File: config.mk
export PLATFORM = sky130hd
export DESIGN_NAME = irq_pending_latch_flat
export DESIGN_NICKNAME = d
export VERILOG_FILES = /design/src/rtl/irq_pending_latch_if.sv /design/src/rtl/irq_pending_latch.sv /design/src/flat_wrapper.sv
export SDC_FILE = /design/constraint.sdc
export NUM_CORES = 1
export LEC_CHECK = 0
export ABC_CLOCK_PERIOD_IN_PS = 1950
export BUFFER_PORTS_ARGS = -buffer_cell sky130_fd_sc_hd__buf_2
export CAP_MARGIN = 40
export CORE_MARGIN = 4
export CORE_UTILIZATION = 45
export CTS_CLUSTER_DIAMETER = 40
export DETAILED_ROUTE_END_ITERATION = 10
export PLACE_DENSITY = 0.67
export SYNTH_ARGS = -nofsm -noshare
export SYNTH_HDL_FRONTEND = slang
export SYNTH_SLANG_ARGS = --single-unit
File: constraint.sdc
create_clock -name clk -period 1.95 [get_ports clk]
set_input_delay 0.0975 -clock clk [delete_from_list [all_inputs] [get_ports clk]]
set_output_delay 0.0975 -clock clk [all_outputs]
set_load 0.05 [all_outputs]
File: src/rtl/irq_pending_latch_if.sv
// Bus between the pending latch, the 4-input priority encoder and the consumer.
// The encoder side carries y, v_in and d_in. The consumer side carries irq_req, irq_id and irq_ack.
// The master modport is the latch's view of the bus. The slave modport is the environment's view.
interface irq_pending_latch_if;
   logic [3:0] y;
   logic       v_in;
   logic [1:0] d_in;
   logic       irq_req;
   logic [1:0] irq_id;
   logic       irq_ack;

   modport master (
      output y,
      input  v_in,
      input  d_in,
      output irq_req,
      output irq_id,
      input  irq_ack
   );

   modport slave (
      input  y,
      output v_in,
      output d_in,
      input  irq_req,
      input  irq_id,
      output irq_ack
   );
endinterface

File: src/rtl/irq_pending_latch.sv
// irq_pending_latch
//   Synchronizes four asynchronous request lines and latches them as pending bits.
//   It masks the pending bits onto the encoder inputs and reads back the encoder's valid flag and code.
//   It offers the winning index to a consumer over a req/ack handshake.
//   The serviced pending bit is cleared on acknowledge.
//   A request that waits TIMEOUT cycles without ack is abandoned and flagged.
module irq_pending_latch #(
   parameter int unsigned EDGE_MODE = 1,
   parameter int unsigned TIMEOUT   = 16
) (
   input  logic                      clk,
   input  logic                      rst_n,
   input  logic [3:0]                irq_in,
   input  logic [3:0]                mask,
   output logic [3:0]                overrun,
   output logic                      timeout,
   irq_pending_latch_if.master       bus
);

   localparam bit         EDGE_EN = (EDGE_MODE != 0);
   localparam bit         TO_EN   = (TIMEOUT != 0);
   localparam logic [7:0] TO_LAST = (TIMEOUT == 0) ? 8'd0 : 8'(TIMEOUT - 1);

   typedef enum logic [1:0] {
      ST_IDLE = 2'd0,
      ST_REQ  = 2'd1,
      ST_HOLD = 2'd2
   } state_t;

   // One-hot decode of a 2-bit line index into a 4-bit clear vector.
   function automatic logic [3:0] onehot4(input logic [1:0] idx);
      logic [3:0] res;
      case (idx)
         2'd0:    res = 4'b0001;
         2'd1:    res = 4'b0010;
         2'd2:    res = 4'b0100;
         2'd3:    res = 4'b1000;
         default: res = 4'b0000;
      endcase
      return res;
   endfunction

   // Synchronizer chain and edge detect.
   logic [3:0] r_s1;
   logic [3:0] r_s2;
   logic [3:0] r_s3;
   logic [3:0] w_rise;
   logic [3:0] w_set;

   // Pending and sticky status.
   logic [3:0] r_pending;
   logic [3:0] r_overrun;
   logic [3:0] w_clr;
   logic [3:0] w_ovr_hit;
   logic       r_timeout;
   logic       w_timeout_nx;

   // Handshake FSM state.
   state_t     r_state;
   state_t     w_state_nx;
   logic       r_irq_req;
   logic       w_irq_req_nx;
   logic [1:0] r_irq_id;
   logic [1:0] w_irq_id_nx;
   logic [7:0] r_cnt;
   logic [7:0] w_cnt_nx;

   // Three-flop synchronizer per line. s1 may go metastable. s2 and s3 are clean samples.
   always_ff @(posedge clk or negedge rst_n) begin
      if (!rst_n) begin
         r_s1 <= 4'b0000;
         r_s2 <= 4'b0000;
         r_s3 <= 4'b0000;
      end else begin
         r_s1 <= irq_in;
         r_s2 <= r_s1;
         r_s3 <= r_s2;
      end
   end

   assign w_rise = r_s2 & ~r_s3;
   // In edge mode a line is captured once per rising edge. In level mode it is captured while high.
   assign w_set = EDGE_EN ? w_rise : r_s2;
   // Overrun is a fresh edge on a line whose pending bit survives this cycle. It exists only in edge mode.
   assign w_ovr_hit = EDGE_EN ? (w_rise & r_pending & ~w_clr) : 4'b0000;

   // Pending bits: set wins over the ack-driven clear in the same cycle.
   always_ff @(posedge clk or negedge rst_n) begin
      if (!rst_n) begin
         r_pending <= 4'b0000;
      end else begin
         r_pending <= (r_pending & ~w_clr) | w_set;
      end
   end

   // Sticky overrun flags, cleared only by reset.
   always_ff @(posedge clk or negedge rst_n) begin
      if (!rst_n) begin
         r_overrun <= 4'b0000;
      end else begin
         r_overrun <= r_overrun | w_ovr_hit;
      end
   end

   // Registered handshake state: FSM state, request, frozen id, wait counter and sticky timeout.
   always_ff @(posedge clk or negedge rst_n) begin
      if (!rst_n) begin
         r_state   <= ST_IDLE;
         r_irq_req <= 1'b0;
         r_irq_id  <= 2'd0;
         r_cnt     <= 8'd0;
         r_timeout <= 1'b0;
      end else begin
         r_state   <= w_state_nx;
         r_irq_req <= w_irq_req_nx;
         r_irq_id  <= w_irq_id_nx;
         r_cnt     <= w_cnt_nx;
         r_timeout <= w_timeout_nx;
      end
   end

   // Next-state logic for the handshake. The ack clear is a combinational pulse taken from the frozen id.
   always_comb begin
      w_state_nx   = r_state;
      w_irq_req_nx = r_irq_req;
      w_irq_id_nx  = r_irq_id;
      w_cnt_nx     = r_cnt;
      w_timeout_nx = r_timeout;
      w_clr        = 4'b0000;
      case (r_state)
         ST_IDLE: begin
            if (bus.v_in) begin
               w_irq_id_nx  = bus.d_in;
               w_cnt_nx     = 8'd0;
               w_irq_req_nx = 1'b1;
               w_state_nx   = ST_REQ;
            end else begin
               w_irq_req_nx = 1'b0;
            end
         end
         ST_REQ: begin
            w_irq_req_nx = 1'b1;
            if (bus.irq_ack) begin
               // Ack has priority over a simultaneous expiry.
               w_clr        = onehot4(r_irq_id);
               w_irq_req_nx = 1'b0;
               w_state_nx   = ST_HOLD;
            end else if (TO_EN && (r_cnt == TO_LAST)) begin
               // Abandon the request. The pending bit stays set so the line is offered again.
               w_timeout_nx = 1'b1;
               w_irq_req_nx = 1'b0;
               w_state_nx   = ST_HOLD;
            end else begin
               // Saturate rather than wrap when the timeout is disabled.
               if (r_cnt != 8'hFF) begin
                  w_cnt_nx = r_cnt + 8'd1;
               end else begin
                  w_cnt_nx = r_cnt;
               end
            end
         end
         ST_HOLD: begin
            // Dead cycle so the encoder output reflects the cleared pending bit before IDLE samples it.
            w_irq_req_nx = 1'b0;
            w_state_nx   = ST_IDLE;
         end
         default: begin
            w_irq_req_nx = 1'b0;
            w_state_nx   = ST_IDLE;
         end
      endcase
   end

   assign bus.y       = r_pending & ~mask;
   assign bus.irq_req = r_irq_req;
   assign bus.irq_id  = r_irq_id;
   assign overrun     = r_overrun;
   assign timeout     = r_timeout;

endmodule

File: src/flat_wrapper.sv
// flat-port wrapper written by rule: the top's interface ports become plain ports
module irq_pending_latch_flat 
#(
   parameter int unsigned EDGE_MODE = 1,
   parameter int unsigned TIMEOUT   = 16
)
  (clk, rst_n, irq_in, mask, overrun, timeout, bus_y, bus_v_in, bus_d_in, bus_irq_req, bus_irq_id, bus_irq_ack);
  irq_pending_latch_if bus_i ();
  input  logic clk;
  input  logic rst_n;
  input  logic [3:0] irq_in;
  input  logic [3:0] mask;
  output logic [3:0] overrun;
  output logic timeout;
  output wire logic [$bits(bus_i.y)-1:0] bus_y;
  input wire logic [$bits(bus_i.v_in)-1:0] bus_v_in;
  input wire logic [$bits(bus_i.d_in)-1:0] bus_d_in;
  output wire logic [$bits(bus_i.irq_req)-1:0] bus_irq_req;
  output wire logic [$bits(bus_i.irq_id)-1:0] bus_irq_id;
  input wire logic [$bits(bus_i.irq_ack)-1:0] bus_irq_ack;
  assign bus_y = bus_i.y;
  assign bus_i.v_in = bus_v_in;
  assign bus_i.d_in = bus_d_in;
  assign bus_irq_req = bus_i.irq_req;
  assign bus_irq_id = bus_i.irq_id;
  assign bus_i.irq_ack = bus_irq_ack;
  irq_pending_latch #(.EDGE_MODE(EDGE_MODE), .TIMEOUT(TIMEOUT)) u_core (.clk(clk), .rst_n(rst_n), .irq_in(irq_in), .mask(mask), .overrun(overrun), .timeout(timeout), .bus(bus_i));
endmodule
Yosys cells after proc, flatten, opt, wreduce, memory -nomap -nowiden:

Cells that the tools add are included.

* bits in latches: 0
* bits in read-only memories: 0
* bits in writable memories: 0
* output and inout bits: 12
* memories kept: 0
* word-level logic and storage cells: 56
* flip-flop bits (word level): 34

* multiply operators: 0
* divide/modulo/power cells: 0
* order comparisons: 0
* bitwise operators: 11
* muxes and demuxes: 16
* shift-type cells: 0
* eq/ne operators: 11
* reduce and logical (&&, ||, !) cells: 7
* add/subtract/negate cells: 1

Operators by type and width (number)
* $mux W8: 4
* $and A4 B4 Y4: 5
* $pmux W4 S4: 1
* $pmux W8 S2: 1
* $not A4 Y4: 3
* $add A8 B1 Y8 const B: 1
* $eq A8 B4 Y1 const B: 1
* $mux W4: 2
* $ne A8 B8 Y1 const B: 1
* $or A4 B4 Y4: 2
* $mux W2: 3
* $ne A2 B2 Y1 const B: 3
* $reduce_and A5 Y1: 1
* $eq A2 B1 Y1 const B: 2
* $eq A2 B2 Y1 const B: 2
* $logic_not A2 Y1: 2
* $pmux W2 S2: 1
* $reduce_and A2 Y1: 2
* $mux W1: 3
* $ne A3 B2 Y1 const B: 1
* $reduce_and A3 Y1: 1
* $ne A2 B1 Y1 const B: 1
* $pmux W1 S2: 1
* $reduce_bool A2 Y1: 1
* $not A1 Y1: 1

Depth between registers and ports, before layout:

Gate-level depths: netlist of run 1.

* depth after elaboration: 7
* depth in mapped cells: 6
* gate-level depth less buffers: 5

Worst setup path after synthesis of run 1:

Ideal clock, no wire load.

* path type: register -> register
* from: register u_core.r_cnt[0]
* to: register u_core.r_cnt[0]
* required time: 1831 ps
* path buffers: 1
* cell stages (with the launch flop): 7
* arrival time: 1366 ps
* period minus slack after synthesis: 1485 ps
* slack: 465 ps
* setup time: 119 ps
* path through: dfrtp_1 > ha_1 > and3_1 > clkbuf_1 > o21ai_0 > o21ai_1 > a21bo_2

* cells in the longest elaborated chain, start to end: 5

Ends and longest elaborated chain
* start, declared: RTL line irq_pending_latch.sv:65 `logic [7:0] r_cnt;`
* start signal, assigned: RTL line irq_pending_latch.sv:117 `r_cnt <= w_cnt_nx;`
* $add A8 B1 Y8: RTL line irq_pending_latch.sv:156 `w_cnt_nx = r_cnt + 8'd1;`
* $mux W8: RTL line irq_pending_latch.sv:155 `if (r_cnt != 8'hFF) begin`
* $mux W8: RTL line irq_pending_latch.sv:148 `end else if (TO_EN && (r_cnt == TO_LAST)) begin`
* $mux W8: RTL line irq_pending_latch.sv:143 `if (bus.irq_ack) begin`
* $pmux W8 S2: RTL line irq_pending_latch.sv:130 `case (r_state)`

Parallel ways exist; a longest one is shown, timed or not. The select of a mux whose other input is x is not followed.
A chain may end at the register's enable or synchronous reset.

Worst setup path after layout of run 1:

* from: register u_core.r_cnt[0]
* to: register u_core.r_cnt[1]

Same word-level chain as after synthesis.

==> flow_summary.ini, run 1 <==
[status]
status = finished clean

[floorplanning]
die_area_um2 = 4050
start_util_pct = 48.8
io-pin-count = 26
num_rows = 19
fp.dieH_um = 63.6
die_x_um = 63.6
core_um2 = 2850

[sta]
rsz0062_at_grt = false
hold_viol = 0
fin_skew_ps = 7.10
setup_tns_ps = 0
relSlewSlack_pct = 52.4
hold_ws_ps = 74.4
fmax_ghz = 0.617
report.final.slew_viol_count = 0
finalCritPeriodShare_pct = 83.1
setup-violations-final = 0
period_needed_ps = 1620
worst_slew_pin_slew_ps = 714

[yosys]
synth.area.top_cells = dfrtp_1 (61%), nand2_1 (2.7%), nand2b_1 (2.2%)
ys_ff_latch = 34
yosysMostFrequentCell = dfrtp_1
synth_fp_nets = 128
synth_edf_count = 0
synth_ff_type = dfrtp_1
syn_inst = 113
yosys.area.top_type = dfrtp_1
ys_types = 38
yosysWarnings = 0
postSynthAreaPerCell_um2 = 12.3
synth_seq_area_share_pct = 61.1
synthTopCellsByCount = dfrtp_1 (34), nand2_1 (10)
yosys.area.top_type_share_pct = 61.1
async_flop_share_pct = 100
synthesis.area_um2 = 1390

[worst_setup_path]
endpoint_kind = flip-flop
critPathTopFamily = compound AO/OA/AOI/OAI gates
rr_endpoint = u_core.r_cnt[1]$_DFFE_PN0P_
path_max_fanout = 6
worstPathRequired_ps = 2170
r2r-start = u_core.r_cnt[0]$_DFFE_PN0P_
cp-start-kind = flip-flop
reg2reg_depth = 5
cpMaxStageDelayCell = dfrtp_1
cp_slowest_stage_delay_ps = 430
arrival_ps = 1840
reg2reg_slack_ps = 330
path_cells = ha_1, and3_1, o21ai_0, o21ai_1, a32o_1
cp.buffers_inverters = 0
path_class = flip-flop to flip-flop

[cts]
ctsResizeCount = 0
clk_latency_ps = 330
clockBufferDepth = 2
cts_sinks = 34
htreeDepth = 2
cts_tree = done
cts-root-buf = clkbuf_4
path_clk_slew_ps = 90
cts_buffers = 5
cts_setup_buffers = 0
hold_buffers = 7

[power]
comb_power_share_pct = 27.4
seqPwrFrac_pct = 50.4
powerDensity_nw_per_um2 = 1050
finalPower_w = 0.00175
p_int_w = 0.00113
switching_power_w = 0.000614
pwr-share-clk_pct = 22.1
p_leak_nw = 0.752
ir_drop_mv = 0.522
power.share.switching_pct = 35.1

[cells_and_area]
nets = 165
drive_gt1_share_pct = 30.5
n_antenna_cell = 0
syn2layout_area_growth_pct = 20.0

[min_path]
hold_path.startpoint = bus_v_in
whs_path_depth = 3
min_to = u_core.bus.irq_req$_DFF_PN0_
hold_class = primary input to flip-flop

[place]
hpwl_mm = 1.74
place.gp.congestion = 0.904
numPortBuffers = 25

[global_route]
grt_max_degree = 35
grt_pass1_vias = 978
antenna_found_initial = 0
grt_use_total_pct = 14.2
grt_overflow = 0
grt_first_pass_wirelength_mm = 4.34

[drt]
drt-total-wl_mm = 2.44
via_per_inst = 5.51
ant_nets = 0
drc = 0
vias = 1003
initialDrtViolationCount = 42
wl_per_cell_um = 13.4
first_pass_iters = 4

[job]
max_cap_viol_count = 0
## cell type report
| class | count | area, µm² |
|---|---|---|
| fillers | 245 | 1180 |
| flip-flops and latches | 34 | 851 |
| multi-input cells | 72 | 508 |
| repair buffers | 32 | 195 |
| clock buffers | 7 | 55.1 |
| well taps | 31 | 38.8 |
| inverters | 5 | 18.8 |
| clock inverters | 1 | 5.00 |
## per-stage QoR
step / worst slack [ps] / std cells / cell area (µm²) / util, %
detailed placement: 369 / 167 / 1540 / 54.0
global placement: 371 / 167 / 1540 / 54.0
CTS: 346 / 182 / 1670 / 58.6
global route: 224 / 182 / 1670 / 58.6
finish: 330 / 182 / 1670 / 58.6
floorplan: 465 / 113 / 1390 / -
## worst min-delay path, delay by kind of cell
kind                   cells  cell delay (ps)
AO/OA/AOI/OAI              1               60
buffers and inverters      1              110
AND/OR/NAND/NOR            1               90
## state kept, by name, summed over array words and instances (netlist names)
| register | cells |
|---|---|
| u_core.bus.irq_id | 2 |
| u_core.r_s1 | 4 |
| u_core.r_state | 2 |
| u_core.bus.irq_req | 1 |
| u_core.timeout | 1 |
| u_core.overrun | 4 |
| u_core.r_cnt | 8 |
| u_core.r_pending | 4 |
| u_core.r_s3 | 4 |
| u_core.r_s2 | 4 |
## logic make-up (layout without fill, tap and decap cells)
logic type	after synthesis	count (layout)	share of synthesized area, %
AND/OR/NAND/NOR	36	36	16.8
AO/OA/AOI/OAI	34	34	18.0
flip-flops	34	34	61.1
buffers and inverters	7	45	2.43
adder cells (fa/ha/maj)	1	1	0.898
multiplexers	1	1	0.809
## power groups by stage
stage / Clock, W / Combinational [W] / Sequential, W
2_1_floorplan: 0 / 0.000265 / 0.000974
6_report: 0.000387 / 0.000480 / 0.000882
3_5_place_dp: 0 / 0.000474 / 0.000896
3_3_place_gp: 0 / 0.000470 / 0.000891
5_1_grt: 0.000435 / 0.000533 / 0.000898
4_1_cts: 0.000405 / 0.000485 / 0.000882
## how the worst max path moves through the flow
| stage | start | endpoint | slack [ps] | cells past startpoint |
|---|---|---|---|---|
| 3_3_place_gp | u_core.r_cnt[0]$_DFFE_PN0P_ | u_core.r_cnt[0]$_DFFE_PN0P_ | 370 | 5 |
| 6_report | u_core.r_cnt[0]$_DFFE_PN0P_ | u_core.r_cnt[1]$_DFFE_PN0P_ | 330 | 5 |
| 3_5_place_dp | u_core.r_cnt[0]$_DFFE_PN0P_ | u_core.r_cnt[1]$_DFFE_PN0P_ | 370 | 5 |
| 2_1_floorplan | u_core.r_cnt[0]$_DFFE_PN0P_ | u_core.r_cnt[0]$_DFFE_PN0P_ | 470 | 6 |
| 5_1_grt | u_core.r_cnt[0]$_DFFE_PN0P_ | u_core.r_cnt[0]$_DFFE_PN0P_ | 220 | 5 |
| 4_1_cts | u_core.r_cnt[0]$_DFFE_PN0P_ | u_core.r_cnt[1]$_DFFE_PN0P_ | 350 | 5 |
## layout by cell type (no fill, tap or decap), types with 2 or more instances in the layout
cell type / count
dlygate4sd3_1: 7
o31ai_1: 3
nand4_1: 2
buf_2: 25
o21ai_1: 2
nand2b_1: 5
a21oi_1: 5
dfrtp_1: 34
o21bai_1: 3
nand3_1: 2
nand2_1: 10
clkbuf_4: 5
a311oi_1: 2
nor2b_1: 5
nor2_1: 2
o21ai_0: 5
a41oi_1: 2
a31o_2: 2
inv_1: 5
a31oi_1: 3
## layer usage
| metal | vias to the layer above | GRT usage [%] | part of all wire [%] |
|---|---|---|---|
| li1 | 488 | - | - |
| met1 | 476 | 17.5 | 45 |
| met2 | 32 | 21.1 | 45 |
| met3 | 7 | 6.04 | 7.8 |
| met4 | 0 | 7.28 | 2.4 |
| met5 | - | 0 | 0 |
Power figures use the tool's default switching activity.
==> run 2: changes to the inputs <==
--- a/config.mk
+++ b/config.mk
@@ -5,7 +5,8 @@
 export SDC_FILE = /design/constraint.sdc
 export NUM_CORES = 1
 export LEC_CHECK = 0
-export ABC_CLOCK_PERIOD_IN_PS = 1950
+export ABC_AREA = 1
+export ABC_CLOCK_PERIOD_IN_PS = 1500
 export BUFFER_PORTS_ARGS = -buffer_cell sky130_fd_sc_hd__buf_2
 export CAP_MARGIN = 40
 export CORE_MARGIN = 4
==> constraint.sdc (replaced) <==
create_clock -name clk -period 1.5 [get_ports clk]
set_input_delay 0.075 -clock clk [delete_from_list [all_inputs] [get_ports clk]]
set_output_delay 0.075 -clock clk [all_outputs]
set_load 0.05 [all_outputs]
==> flow_summary.ini, run 2 <==
[status]
status = finished clean

[worst_setup_path]
cpMostUsedCell = nand2_2
path_class = flip-flop to flip-flop
path_max_fanout = 8
cp-start-kind = flip-flop
endpoint_kind = flip-flop
cp_slowest_stage_delay_ps = 410
path_cells = ha_2, nand3_1, nor2_1, nand2_2, nand2_2, o21ai_0
crit_end = u_core.r_cnt[2]$_DFFE_PN0P_
cp.buffers_inverters = 0
setup.worst_path.start = u_core.r_cnt[1]$_DFFE_PN0P_
r2r-start = u_core.r_cnt[1]$_DFFE_PN0P_
cp.depth = 6
worstPathRequired_ps = 1710
reg2reg_slack_ps = 150
cpMaxStageDelayCell = dfrtp_1
critPathTopFamily = simple AND/OR/NAND/NOR gates
arrival_ps = 1570
rr_endpoint = u_core.r_cnt[2]$_DFFE_PN0P_
reg2reg_depth = 6

[cts]
clockBufferDepth = 2
cts_buffers = 5
htreeDepth = 2
cts-root-buf = clkbuf_4
path_clk_slew_ps = 110
cts_sinks = 34
cts_tree = done
clk_latency_ps = 340

[global_route]
grt_use_total_pct = 15.3
grt_pass1_vias = 1083
grt_overflow = 0
antenna_found_initial = 0
grt_first_pass_wirelength_mm = 4.75
grt_max_degree = 35

[yosys]
synth_fp_nets = 169
synth_edf_count = 0
ys_ff_latch = 34
postSynthAreaPerCell_um2 = 9.03
synth.area.top_cells = dfrtp_1 (61%), nand2_1 (12%), inv_1 (5.7%)
ys_types = 14
async_flop_share_pct = 100
synth_ff_type = dfrtp_1
synthTopCellsByCount = nand2_1 (44), dfrtp_1 (34), inv_1 (21)
yosys.area.top_type = dfrtp_1
syn_inst = 154
yosys.area.top_type_share_pct = 61.2
synth_seq_area_share_pct = 61.2
yosysMostFrequentCell = nand2_1
yosysWarnings = 0
synthesis.area_um2 = 1390

[drt]
initialDrtViolationCount = 27
wl_per_cell_um = 11.4
first_pass_iters = 4
drt-total-wl_mm = 2.60
vias = 1101
ant_nets = 0
drc = 0
via_per_inst = 4.85

[sta]
period_needed_ps = 1350
setup_tns_ps = 0
report.final.slew_viol_count = 0
worst_slew_pin_slew_ps = 724
fin_skew_ps = 10.8
hold_viol = 0
fmax_ghz = 0.738
finalWorstSetupSlack_ps = 146
relSlewSlack_pct = 51.7
finalCritPeriodShare_pct = 90.3
setup-violations-final = 0

[cells_and_area]
final_cell_count_no_fill = 227
drive_gt1_share_pct = 20.9
multi_input_area_um2 = 449
layout_common_cells = nand2_1 (43), dfrtp_1 (34), buf_2 (25)
final_common_cell = nand2_1
register_area_um2 = 851
nets = 210
fill_cells = 244
syn2layout_area_growth_pct = 23.2
largest_reg_flops = 8
design_area_um2 = 1710
regMostFlops = u_core.r_cnt
n_antenna_cell = 0

[floorplanning]
io-pin-count = 26
start_util_pct = 48.7
die_area_um2 = 4040
num_rows = 19
fp.dieH_um = 63.6
core_um2 = 2850
die_x_um = 63.6

[place]
placed_cell_area_um2 = 1550
hpwl_mm = 1.78
numPortBuffers = 25
place.gp.congestion = 0.792
place_inst = 210
pre_cts_slack_ps = 150

[power]
powerDensity_nw_per_um2 = 1510
ir_drop_mv = 0.806
p_leak_nw = 0.865

[min_path]
hold_class = primary input to flip-flop

[job]
max_cap_viol_count = 0
run 2: changes by cell type after synthesis, moves of 5 or more:
cell / delta
nand2b_1: -5
o21ai_0: +10
inv_1: +16
nor2_1: +17
nand2_1: +34
nor2b_1: -5
nand3_1: +7
run 2: metal layers:
layer	wire length (µm)	up-vias	global-route usage (%)	part of all wire [%]
met5	0	-	0	0
met4	53	0	7.28	2.0
met3	146	7	6.75	5.6
met2	1200	23	23.7	46
met1	1200	510	18.2	46
li1	-	561	-	-
run 2: kinds of logic (layout without fill, tap and decap cells):
group / Yosys count / count (layout) / synth area share, %
fa+ha+maj: 1 / 1 / 0.900
buf+inv: 23 / 64 / 7.29
compound gates: 22 / 22 / 8.91
flops: 34 / 34 / 61.2
xor+xnor: 1 / 1 / 0.630
simple gates: 73 / 74 / 21.1
run 2: repair_timing:
item	in CTS	in global routing
setup buffers	0	1
endpoints found under the setup margin	0	1
hold endpoints to repair	40	0
resized for setup	0	2
hold buffers	7	0
run 2: worst min path at each step:
| stage | slack [ps] | end | cells after the start | start |
|---|---|---|---|---|
| 6_report | 70 | u_core.timeout$_DFFE_PN0P_ | 3 | bus_irq_ack |
| 4_1_cts | 60 | u_core.timeout$_DFFE_PN0P_ | 3 | bus_irq_ack |
| 5_1_grt | 50 | u_core.timeout$_DFFE_PN0P_ | 3 | bus_irq_ack |
| 3_3_place_gp | 170 | u_core.r_s3[3]$_DFF_PN0_ | 1 | rst_n |
| 3_5_place_dp | 180 | u_core.r_s3[3]$_DFF_PN0_ | 1 | rst_n |
| 2_1_floorplan | -220 | u_core.bus.irq_id[0]$_DFFE_PN0P_ | 0 | rst_n |
run 2: cell type report:
type,count,area share [%]
clock inverter,3,2.34
clock buffer,5,2.19
sequential,34,49.7
multi-input combinational,98,26.2
tap,31,2.26
timing repair buffer,35,12.7
inverter,21,4.60
run 2: through the flow:
step / utilization (%) / hold WS (ps) / total power (W)
final: 60.0 / 74.6 / 0.00258
after global routing: 60.0 / 48.2 / 0.00278
after CTS: 59.4 / 56.7 / 0.00258
after detailed placement: 54.2 / 176 / 0.00191
after global placement: 54.2 / 167 / 0.00189
after floorplan: - / -221 / 0.00174
run 2: worst min-delay path: cells and delay by family:
family	cells	cell delay, ps
buffers and inverters	2	170
AOI/OAI and AO/OA	1	140
run 2: power breakdown:
group	switching, W	leakage [nW]	total (W)	internal (W)
sequential	0.0000951	0.396	0.00115	0.00105
combinational	0.000566	0.423	0.000787	0.000221
clock	0.000305	0.0450	0.000650	0.000345
total	0.000966	0.865	0.00258	0.00162
